**src/rtl/load_store_unit_if.sv**
```systemverilog
// Core request/response and data-memory bus bundle for the load/store unit.
// master = core + memory side, slave = load_store_unit.
interface load_store_unit_if #(
  parameter int unsigned XLEN      = 32,
  parameter int unsigned ADDRWIDTH = 32,
  parameter int unsigned BUSWIDTH  = 32
);
  logic                 req_valid;
  logic                 req_ready;
  logic                 req_we;
  logic [2:0]           req_funct3;
  logic [XLEN-1:0]      req_addr;
  logic [XLEN-1:0]      req_wdata;
  logic                 resp_valid;
  logic                 resp_err;
  logic [XLEN-1:0]      resp_rdata;
  logic [ADDRWIDTH-1:0] data_rd_addr;
  logic [BUSWIDTH-1:0]  data_rd_data;
  logic [ADDRWIDTH-1:0] data_wr_addr;
  logic [BUSWIDTH-1:0]  data_wr_data;
  logic                 data_wren;

  modport master (
    output req_valid, req_we, req_funct3, req_addr, req_wdata, data_rd_data,
    input  req_ready, resp_valid, resp_err, resp_rdata,
           data_rd_addr, data_wr_addr, data_wr_data, data_wren
  );

  modport slave (
    input  req_valid, req_we, req_funct3, req_addr, req_wdata, data_rd_data,
    output req_ready, resp_valid, resp_err, resp_rdata,
           data_rd_addr, data_wr_addr, data_wr_data, data_wren
  );
endinterface

```
**src/rtl/load_store_unit.sv**
```systemverilog
// RV32I load/store unit: one request at a time, sub-word loads are extracted
// and extended, sub-word stores are read-modify-write against a word memory.
module load_store_unit #(
  parameter int unsigned XLEN      = 32,
  parameter int unsigned ADDRWIDTH = 32,
  parameter int unsigned BUSWIDTH  = 32
) (
  input  logic              clk,
  input  logic              cpu_rst,
  load_store_unit_if.slave  bus
);

  typedef enum logic [2:0] {
    S_IDLE,
    S_RD,
    S_LD_DATA,
    S_ST_MERGE,
    S_WR,
    S_RESP
  } state_e;

  state_e               state_q, state_d;
  logic                 we_q, we_d;
  logic [2:0]           funct3_q, funct3_d;
  logic [ADDRWIDTH-1:0] addr_q, addr_d;
  logic [XLEN-1:0]      wdata_q, wdata_d;
  logic [XLEN-1:0]      rdata_q, rdata_d;
  logic                 err_q, err_d;

  logic                 req_err;
  logic [ADDRWIDTH-1:0] word_addr;
  logic [7:0]           ld_byte;
  logic [15:0]          ld_half;
  logic [XLEN-1:0]      ld_val;
  logic [BUSWIDTH-1:0]  st_merge;

  assign word_addr      = {addr_q[ADDRWIDTH-1:2], 2'b00};
  assign bus.resp_rdata = rdata_q;
  assign bus.resp_err   = err_q;

  // Illegal funct3 or misaligned access, judged on the incoming request.
  always_comb begin
    req_err = 1'b0;
    case (bus.req_funct3[1:0])
      2'b00:   req_err = 1'b0;
      2'b01:   req_err = bus.req_addr[0];
      2'b10:   req_err = |bus.req_addr[1:0];
      default: req_err = 1'b1;
    endcase
    if (bus.req_funct3[2] && (bus.req_we || bus.req_funct3[1])) begin
      req_err = 1'b1;
    end
  end

  // Load lane select and sign/zero extension.
  always_comb begin
    ld_byte = 8'h00;
    case (addr_q[1:0])
      2'd0:    ld_byte = bus.data_rd_data[7:0];
      2'd1:    ld_byte = bus.data_rd_data[15:8];
      2'd2:    ld_byte = bus.data_rd_data[23:16];
      default: ld_byte = bus.data_rd_data[31:24];
    endcase
    ld_half = addr_q[1] ? bus.data_rd_data[31:16] : bus.data_rd_data[15:0];
    case (funct3_q)
      3'b000:  ld_val = {{(XLEN-8){ld_byte[7]}}, ld_byte};
      3'b001:  ld_val = {{(XLEN-16){ld_half[15]}}, ld_half};
      3'b100:  ld_val = {{(XLEN-8){1'b0}}, ld_byte};
      3'b101:  ld_val = {{(XLEN-16){1'b0}}, ld_half};
      default: ld_val = XLEN'(bus.data_rd_data);
    endcase
  end

  // Sub-word store merge into the word just read back.
  always_comb begin
    st_merge = bus.data_rd_data;
    if (funct3_q[1:0] == 2'b00) begin
      case (addr_q[1:0])
        2'd0:    st_merge[7:0]   = wdata_q[7:0];
        2'd1:    st_merge[15:8]  = wdata_q[7:0];
        2'd2:    st_merge[23:16] = wdata_q[7:0];
        default: st_merge[31:24] = wdata_q[7:0];
      endcase
    end else if (addr_q[1]) begin
      st_merge[31:16] = wdata_q[15:0];
    end else begin
      st_merge[15:0] = wdata_q[15:0];
    end
  end

  always_ff @(posedge clk) begin
    if (cpu_rst) begin
      state_q  <= S_IDLE;
      we_q     <= 1'b0;
      funct3_q <= 3'b000;
      addr_q   <= '0;
      wdata_q  <= '0;
      rdata_q  <= '0;
      err_q    <= 1'b0;
    end else begin
      state_q  <= state_d;
      we_q     <= we_d;
      funct3_q <= funct3_d;
      addr_q   <= addr_d;
      wdata_q  <= wdata_d;
      rdata_q  <= rdata_d;
      err_q    <= err_d;
    end
  end

  // Bus strobes are decoded from the state register; the write strobe is
  // additionally gated by reset so an aborted operation never writes.
  always_comb begin
    state_d          = state_q;
    we_d             = we_q;
    funct3_d         = funct3_q;
    addr_d           = addr_q;
    wdata_d          = wdata_q;
    rdata_d          = rdata_q;
    err_d            = err_q;
    bus.req_ready    = 1'b0;
    bus.resp_valid   = 1'b0;
    bus.data_rd_addr = '0;
    bus.data_wr_addr = '0;
    bus.data_wr_data = '0;
    bus.data_wren    = 1'b0;

    case (state_q)
      S_IDLE: begin
        bus.req_ready = 1'b1;
        if (bus.req_valid) begin
          we_d     = bus.req_we;
          funct3_d = bus.req_funct3;
          addr_d   = ADDRWIDTH'(bus.req_addr);
          wdata_d  = bus.req_wdata;
          rdata_d  = '0;
          err_d    = req_err;
          if (req_err) begin
            state_d = S_RESP;
          end else if (bus.req_we && (bus.req_funct3[1:0] == 2'b10)) begin
            state_d = S_WR;
          end else begin
            state_d = S_RD;
          end
        end
      end
      S_RD: begin
        bus.data_rd_addr = word_addr;
        state_d          = we_q ? S_ST_MERGE : S_LD_DATA;
      end
      S_LD_DATA: begin
        rdata_d = ld_val;
        state_d = S_RESP;
      end
      S_ST_MERGE: begin
        bus.data_wren    = ~cpu_rst;
        bus.data_wr_addr = word_addr;
        bus.data_wr_data = st_merge;
        state_d          = S_RESP;
      end
      S_WR: begin
        bus.data_wren    = ~cpu_rst;
        bus.data_wr_addr = word_addr;
        bus.data_wr_data = BUSWIDTH'(wdata_q);
        state_d          = S_RESP;
      end
      S_RESP: begin
        bus.resp_valid = 1'b1;
        state_d        = S_IDLE;
      end
      default: state_d = S_IDLE;
    endcase
  end

endmodule
```
**src/flat_wrapper.sv**
```systemverilog
// flat-port wrapper written by rule: the top's interface ports become plain ports
module load_store_unit_flat 
#(
  parameter int unsigned XLEN      = 32,
  parameter int unsigned ADDRWIDTH = 32,
  parameter int unsigned BUSWIDTH  = 32
)
  (clk, cpu_rst, bus_req_valid, bus_req_we, bus_req_funct3, bus_req_addr, bus_req_wdata, bus_data_rd_data, bus_req_ready, bus_resp_valid, bus_resp_err, bus_resp_rdata, bus_data_rd_addr, bus_data_wr_addr, bus_data_wr_data, bus_data_wren);
  load_store_unit_if #(.XLEN(XLEN), .ADDRWIDTH(ADDRWIDTH), .BUSWIDTH(BUSWIDTH)) bus_i ();
  input  logic clk;
  input  logic cpu_rst;
  input wire logic [$bits(bus_i.req_valid)-1:0] bus_req_valid;
  input wire logic [$bits(bus_i.req_we)-1:0] bus_req_we;
  input wire logic [$bits(bus_i.req_funct3)-1:0] bus_req_funct3;
  input wire logic [$bits(bus_i.req_addr)-1:0] bus_req_addr;
  input wire logic [$bits(bus_i.req_wdata)-1:0] bus_req_wdata;
  input wire logic [$bits(bus_i.data_rd_data)-1:0] bus_data_rd_data;
  output wire logic [$bits(bus_i.req_ready)-1:0] bus_req_ready;
  output wire logic [$bits(bus_i.resp_valid)-1:0] bus_resp_valid;
  output wire logic [$bits(bus_i.resp_err)-1:0] bus_resp_err;
  output wire logic [$bits(bus_i.resp_rdata)-1:0] bus_resp_rdata;
  output wire logic [$bits(bus_i.data_rd_addr)-1:0] bus_data_rd_addr;
  output wire logic [$bits(bus_i.data_wr_addr)-1:0] bus_data_wr_addr;
  output wire logic [$bits(bus_i.data_wr_data)-1:0] bus_data_wr_data;
  output wire logic [$bits(bus_i.data_wren)-1:0] bus_data_wren;
  assign bus_i.req_valid = bus_req_valid;
  assign bus_i.req_we = bus_req_we;
  assign bus_i.req_funct3 = bus_req_funct3;
  assign bus_i.req_addr = bus_req_addr;
  assign bus_i.req_wdata = bus_req_wdata;
  assign bus_i.data_rd_data = bus_data_rd_data;
  assign bus_req_ready = bus_i.req_ready;
  assign bus_resp_valid = bus_i.resp_valid;
  assign bus_resp_err = bus_i.resp_err;
  assign bus_resp_rdata = bus_i.resp_rdata;
  assign bus_data_rd_addr = bus_i.data_rd_addr;
  assign bus_data_wr_addr = bus_i.data_wr_addr;
  assign bus_data_wr_data = bus_i.data_wr_data;
  assign bus_data_wren = bus_i.data_wren;
  load_store_unit #(.XLEN(XLEN), .ADDRWIDTH(ADDRWIDTH), .BUSWIDTH(BUSWIDTH)) u_core (.clk(clk), .cpu_rst(cpu_rst), .bus(bus_i));
endmodule
```
**config.mk**
```make
export PLATFORM = sky130hd
export DESIGN_NAME = load_store_unit_flat
export DESIGN_NICKNAME = d
export VERILOG_FILES = /design/src/rtl/load_store_unit_if.sv /design/src/rtl/load_store_unit.sv /design/src/flat_wrapper.sv
export SDC_FILE = /design/constraint.sdc
export NUM_CORES = 1
export LEC_CHECK = 0
export BUFFER_PORTS_ARGS = -buffer_cell sky130_fd_sc_hd__buf_2
export CAP_MARGIN = 20
export CORE_MARGIN = 2
export CORE_UTILIZATION = 50
export DETAILED_ROUTE_END_ITERATION = 7
export GPL_TIMING_DRIVEN = 0
export PLACE_DENSITY = 0.84
export SYNTH_ARGS = -nofsm -noshare
export SYNTH_HDL_FRONTEND = slang
export SYNTH_SLANG_ARGS = --single-unit
```
**constraint.sdc**
```tcl
create_clock -name clk -period 4.51 [get_ports clk]
set_clock_uncertainty 0.2 [all_clocks]
set_input_delay 0.451 -clock clk [delete_from_list [all_inputs] [get_ports clk]]
set_output_delay 0.451 -clock clk [all_outputs]
set_load 0.05 [all_outputs]
```
==> metrics.txt, run 1 <==
outcome complete, no violations; M3 GR Usage 7.26%; worst r2r dst u_core.bus.resp_rdata[26]$_SDFFE_PP0P_; CTS tree yes; # IOs 235; Worst-Skew Late Latency ~0.38 ns; part of the power in registers a little over two fifths; largest net degree at the start of global routing 20; routability cong. 1.05; most frequent cells in the layout buf_2, nand2_1, dfxtp_1; Residual DRC 0; TNS Setup 0 ns; DR vias 5872; unique cell type count in the Yosys netlist 51; root buffer cell clkbuf_8; all-layer global routing usage 30.1%; total grt overflow 0; Post-Syn Instances 683; power share of the combinational group a little under a third; Post-Route WL 17900 um; Pleak around 0.0033 uW; yosys warns 0; Crit Path Max Fanout 10; TritonCTS buffer count 9; Via density 5.50; clock power share 26.3%; WP data arrival ~2.5 ns; Peak VDD IR 183 uV; Sw Ratio 37.9%; Final Max Tran Viols 0; met1 global-route usage 36.6%; worst setup path endpoint bus_data_wr_data[9]; fmax 0.313 GHz; Crit Path Category reg2out; HP Class in2reg; Worst-path clk slew between 0.1 and 0.15 ns; most common cell after layout, fill and taps aside buf_2; worst setup path startpoint u_core.funct3_q[0]$_SDFFE_PP0P_; layout net count ~1000; Post-synth EDFFs 0; DR pass1 iterations 6; Avg Cell Area, Syn 7.85 um2; first-pass GRT wire length 27200 um; Placeable Area a little over 10000 um2; HPWL Detailed 13800 um; # H-tree levels 3; antenna cells 0; layout cells sized above 1 32.5%; reg2reg start u_core.funct3_q[1]$_SDFFE_PP0P_; die width 108 um; Final Cycle Share 70.8%; GR Util met2 between 50 and 60%; Final Hold Vio Count 0; Int Pwr ~1500 uW; RSZ-0062 raised after global routing false; hold_buf cts 0; Area growth syn-to-layout 28.8%; Die Y 108 um; sequential element share of the synthesized area 38.8%; maximum root-to-sink buffer count 2; Critical Path RT just under 4 ns; Iter 0 DRT Violations about 390; I/O Buffers 230; initial antenna violation count 0; Setup crit start kind register; Resized Gates After CTS 0; Post-DRT Antenna Nets 0; Worst R2R Setup Slack 2.43 ns; post-CTS setup buffer count 0; most used routing layer met2; WL per Instance 16.8 um; placed cells approximately 1100; vias in the first global route 5446; Pwr Density around 350 nW/um2; total clock sinks 104; Max-Cap Viols 0; ys flop type dfxtp_1; CP endpoint kind output pin; ys async rst share 0%; Cell Area, Synth 5360 um2; switching pwr slightly above 900 uW; Tmin final roughly 3.2 ns; Slew HR 44.7%; Starting Density 51.7%; die area 11600 um2; Least-Margin Pin Slew just over 0.8 ns; Post-Route Utilization roughly 67%; # rows 37; Synth Register Bits 104; final non-filler cell total 1068; final setup vio count 0; FF-to-FF path depth 4
flip-flops by register name (all words and copies together) (netlist names):
register               count
u_core.funct3_q            3
u_core.state_q             3
u_core.bus.resp_err        1
u_core.addr_q             32
u_core.wdata_q            32
u_core.bus.resp_rdata     32
u_core.we_q                1
power groups by stage:
stage	Clock, uW	Combinational [uW]	Sequential, uW
finish	630	719	1040
global placement	0	703	1060
detailed placement	0	709	1060
CTS	631	712	1040
global route	667	775	1050
floorplan	0	464	1090
per-layer routing:
metal	vias up	wire length, um
met5	-	0
met4	0	619
met3	50	1690
met2	332	8620
met1	2664	6970
li1	2826	-
worst max-delay path, stage by stage (launching register included):
cell and delay [ns]:
dfxtp_1 0.33, buf_2 0.18, or2_4 0.27, buf_6 0.14, o21ai_0 0.40, o22ai_1 0.20
o21ai_0 0.31, buf_2 0.33
worst min path at each step:
stage / depth (start not counted) / slack (ns) / from / to
2_1_floorplan: 2 / 0.24 / u_core.wdata_q[24]$_SDFFE_PP0P_ / u_core.wdata_q[24]$_SDFFE_PP0P_
3_3_place_gp: 2 / 0.23 / u_core.bus.resp_rdata[2]$_SDFFE_PP0P_ / u_core.bus.resp_rdata[2]$_SDFFE_PP0P_
3_5_place_dp: 2 / 0.24 / u_core.bus.resp_rdata[0]$_SDFFE_PP0P_ / u_core.bus.resp_rdata[0]$_SDFFE_PP0P_
4_1_cts: 3 / 0.08 / bus_req_addr[10] / u_core.addr_q[10]$_SDFFE_PP0P_
5_1_grt: 3 / 0.08 / bus_req_addr[8] / u_core.addr_q[8]$_SDFFE_PP0P_
6_report: 3 / 0.09 / bus_req_addr[31] / u_core.addr_q[31]$_SDFFE_PP0P_
Yosys cell counts (2+ instances only):
cell        n  area, um2
o31ai_1     6       45.0
nor2_1     18       67.6
a221o_1    17        170
inv_1       4       15.0
nor2b_1    15       93.8
o22ai_1    17        106
nor2_2      2       12.5
mux2_4      2       30.0
buf_6       2       22.5
a22o_1     19        166
clkbuf_1   31        116
nor4_1      2       12.5
nand2_1   161        604
a21oi_1    82        410
or2_0       2       12.5
mux2_2      6       67.6
nor3b_1     6       45.0
a32o_1      9       90.1
a21o_1      2       15.0
buf_4      11       82.6
and2_1     63        394
buf_2      15       75.1
nor3_1      3       15.0
or2_2       6       37.5
mux2i_1     9       90.1
nand2b_1   11       68.8
o21ai_0    31        155
dfxtp_1   104       2080
o21a_1      5       37.5
stage by stage:
step                      hold WS (ns)  instance area, um2  power [uW]  setup slack [ns]
after global placement           0.230                6700        1760              1.85
after floorplan                  0.236                5370        1550              1.64
final                           0.0875                6910        2390              1.32
after CTS                       0.0829                6910        2380              1.44
after detailed placement         0.236                6700        1770              1.86
after global routing            0.0802                6910        2490              1.28
logic make-up (layout without fill, tap and decap cells):
| group | count (synthesis) | count (layout) | share of synthesized area [%] |
|---|---|---|---|
| and+or+nand+nor | 300 | 300 | 27.6 |
| AOI/OAI and AO/OA | 197 | 197 | 23.9 |
| DFF | 104 | 104 | 38.8 |
| buffers and inverters | 63 | 309 | 5.81 |
| muxes | 18 | 18 | 3.76 |
| other | 1 | 4 | 0.0699 |
layout make-up:
cell class,count,area [um2]
fill,956,3460
multi-input combinational,519,2980
sequential,104,2080
timing repair buffer,230,1150
buffer,59,297
tap,136,170
clock buffer,9,124
clock inverter,7,88.8
inverter,4,15.0
Note: power is estimated with default switching activity, not from simulation.
==> inputs of run 2 (changes only) <==
CORE_UTILIZATION = 48   (was 50)
PLACE_DENSITY = 0.81   (was 0.84)
clock period = 3.25 ns   (was 4.51 ns; I/O delays follow)
==> run 2 against run 1 <==
  * The flow now finishes with violations (hold timing)
  * Worst setup slack lost 1.1 ns
  * First-iteration DRC count grew 70%
  * Core utilization grew 1.9 points
  * Critical path depth grew 1
  * Wire length grew 6.8%
  * Sequential power grew 39%
  * Design area grew 8.0%
  * Combinational power grew 47%
  * Die area grew 4.0%
  * Non-clock buffer count grew 55
  * Flip-flop and latch count is the same
  * Clock power grew 39%
  * Largest cell class unchanged
==> metrics.txt, run 2 (synthesis gave the netlist of run 1 again) <==
total power 3380 uW (+41%); power share of the combinational group 31.3% (+1.3 points); Setup crit start kind register; vias in the first global route 5645 (+3.7%); Max-Cap Viols 0 (unchanged); largest net degree at the start of global routing 19 (-5.0%); Crit Path Max Fanout 10 (unchanged); fmax 0.335 GHz; total grt overflow 0 (unchanged); routability cong. 0.996 (-5.3%); Worst-path clk slew 0.11 ns (about the same); Starting Density 49.3% (-2.5 points); Critical Path RT 2.72 ns (-1.14 ns); Placeable Area 10900 um2 (+5.0%); final setup vio count 0 (unchanged); RSZ-0062 raised after global routing false; first-pass GRT wire length 28800 um (+5.9%); HPWL Detailed 14000 um (+0.93%); switching pwr 1260 uW (+39%); Least-Margin Pin Slew 0.833 ns (+0.00533 ns); all-layer global routing usage 31.1% (+1.0 points); Post-Route WL 19100 um (+6.8%); part of the power in registers 42.8% (-0.8 points); die area 12000 um2 (+4.0%); root buffer cell clkbuf_8; DR pass1 iterations 5 (-1); most common cell after layout, fill and taps aside buf_2; most frequent cells in the layout buf_2, nand2_1, dfxtp_1; Pleak 0.00351 uW (+7.0%); final hold slack -0.000212 ns (-0.0877 ns); Sw Ratio 37.3% (-0.59 points); Tmin final 2.99 ns; failing checks hold timing; CP endpoint kind output pin; clock power share 25.9% (-0.4 points); post-CTS setup buffer count 0 (unchanged); Peak VDD IR 298 uV (+63%); Pwr Density 453 nW/um2 (+31%); hold_buf cts 53 (+53); layout cells sized above 1 30.7% (-1.8 points); total clock sinks 104 (unchanged); Via density 5.44 (-1.1%); TNS Setup 0 ns (unchanged); outcome complete, but fails checks; CTS tree yes; HP Class in2reg; antenna cells 0 (unchanged); I/O Buffers 230 (unchanged); Crit Path Category reg2out; Die Y 110 um (+2.0%); Final Cycle Share 91.9%; Iter 0 DRT Violations 658 (+70%); Residual DRC 0 (unchanged); # rows 38 (+2.7%); # H-tree levels 3 (unchanged); layout net count 1085 (+5.3%); WL per Instance 17.0 um (+1.3%); Area growth syn-to-layout 39.1%; initial antenna violation count 0 (unchanged); WP data arrival 2.46 ns (-0.08 ns); maximum root-to-sink buffer count 2 (unchanged); Final Max Tran Viols 0 (unchanged); Resized Gates After CTS 0 (unchanged); TritonCTS buffer count 9 (unchanged); Final Hold Vio Count 1 (+1); Slew HR 44.3% (-0.36 points); DR vias 6128 (+4.4%); Worst-Skew Late Latency 0.38 ns (about the same); die width 110 um (+2.0%); Post-DRT Antenna Nets 0 (unchanged); Int Pwr 2120 uW (+43%); # IOs 235 (unchanged)
==> run 2: changes by cell type in the layout (fill, tap and decap cells not counted), sizes merged <==
cell         before  now
dlygate4sd3       0   55
clkbuf           40   41
clkinv            3    2
==> run 2: power groups by stage <==
stage	Sequential [uW]	Clock, uW	Combinational, uW
final	1450	876	1060
after floorplan	1510	0	644
after global routing	1460	922	1140
after CTS	1450	876	1040
after detailed placement	1470	0	987
after global placement	1470	0	979
==> run 2: layer usage <==
layer  vias to the layer above  track usage, %  wire (um)
li1                       2950               -          -
met1                      2738            38.7       7610
met2                       376            53.4       9100
met3                        64            6.05       1720
met4                         0            11.4        696
met5                         -               0          0
==> run 2: cell type report <==
class,count,area (um2)
repair buffers,285,1700
inverters,4,15.0
well taps,140,175
clock buffers,10,138
plain buffers,59,297
fillers,931,3430
flip-flops and latches,104,2080
multi-input cells,519,2980
clock inverters,6,72.6
==> run 2: critical path, stage by stage, from the launching register on <==
cell and delay (ns):
dfxtp_1 0.32, buf_4 0.16, nor2_1 0.18, and2_1 0.15, clkbuf_1 0.27, clkbuf_1 0.43, nand2_1 0.09, o21ai_0 0.15
buf_2 0.33
==> run 2: path summary, 6_finish.rpt <==
| check | depth (start not counted) | from | slack, ns | endpoint |
|---|---|---|---|---|
| min | 3 | bus_req_wdata[18] | -0.0002 | u_core.wdata_q[18]$_SDFFE_PP0P_ |
| max | 8 | u_core.state_q[1]$_SDFFE_PP0P_ | 0.26 | bus_data_wr_data[8] |
| max reg2reg | 5 | u_core.state_q[1]$_SDFFE_PP0P_ | 1.07 | u_core.bus.resp_rdata[22]$_SDFFE_PP0P_ |
| min reg2reg | 2 | u_core.bus.resp_err$_SDFFE_PP0P_ | 0.26 | u_core.bus.resp_err$_SDFFE_PP0P_ |
==> run 2: metrics by stage <==
step                      setup WS [ns]  std cells  util [%]  hold WS, ns  area [um2]
after CTS                         0.281       1125      68.3      0.00175        7440
after floorplan                   0.510        686         -        0.236        5370
final                             0.265       1127      68.5    -0.000212        7460
after detailed placement          0.739       1056      61.5        0.240        6700
after global routing              0.111       1127      68.5     0.000660        7460
after global placement            0.701       1056      61.5        0.231        6700
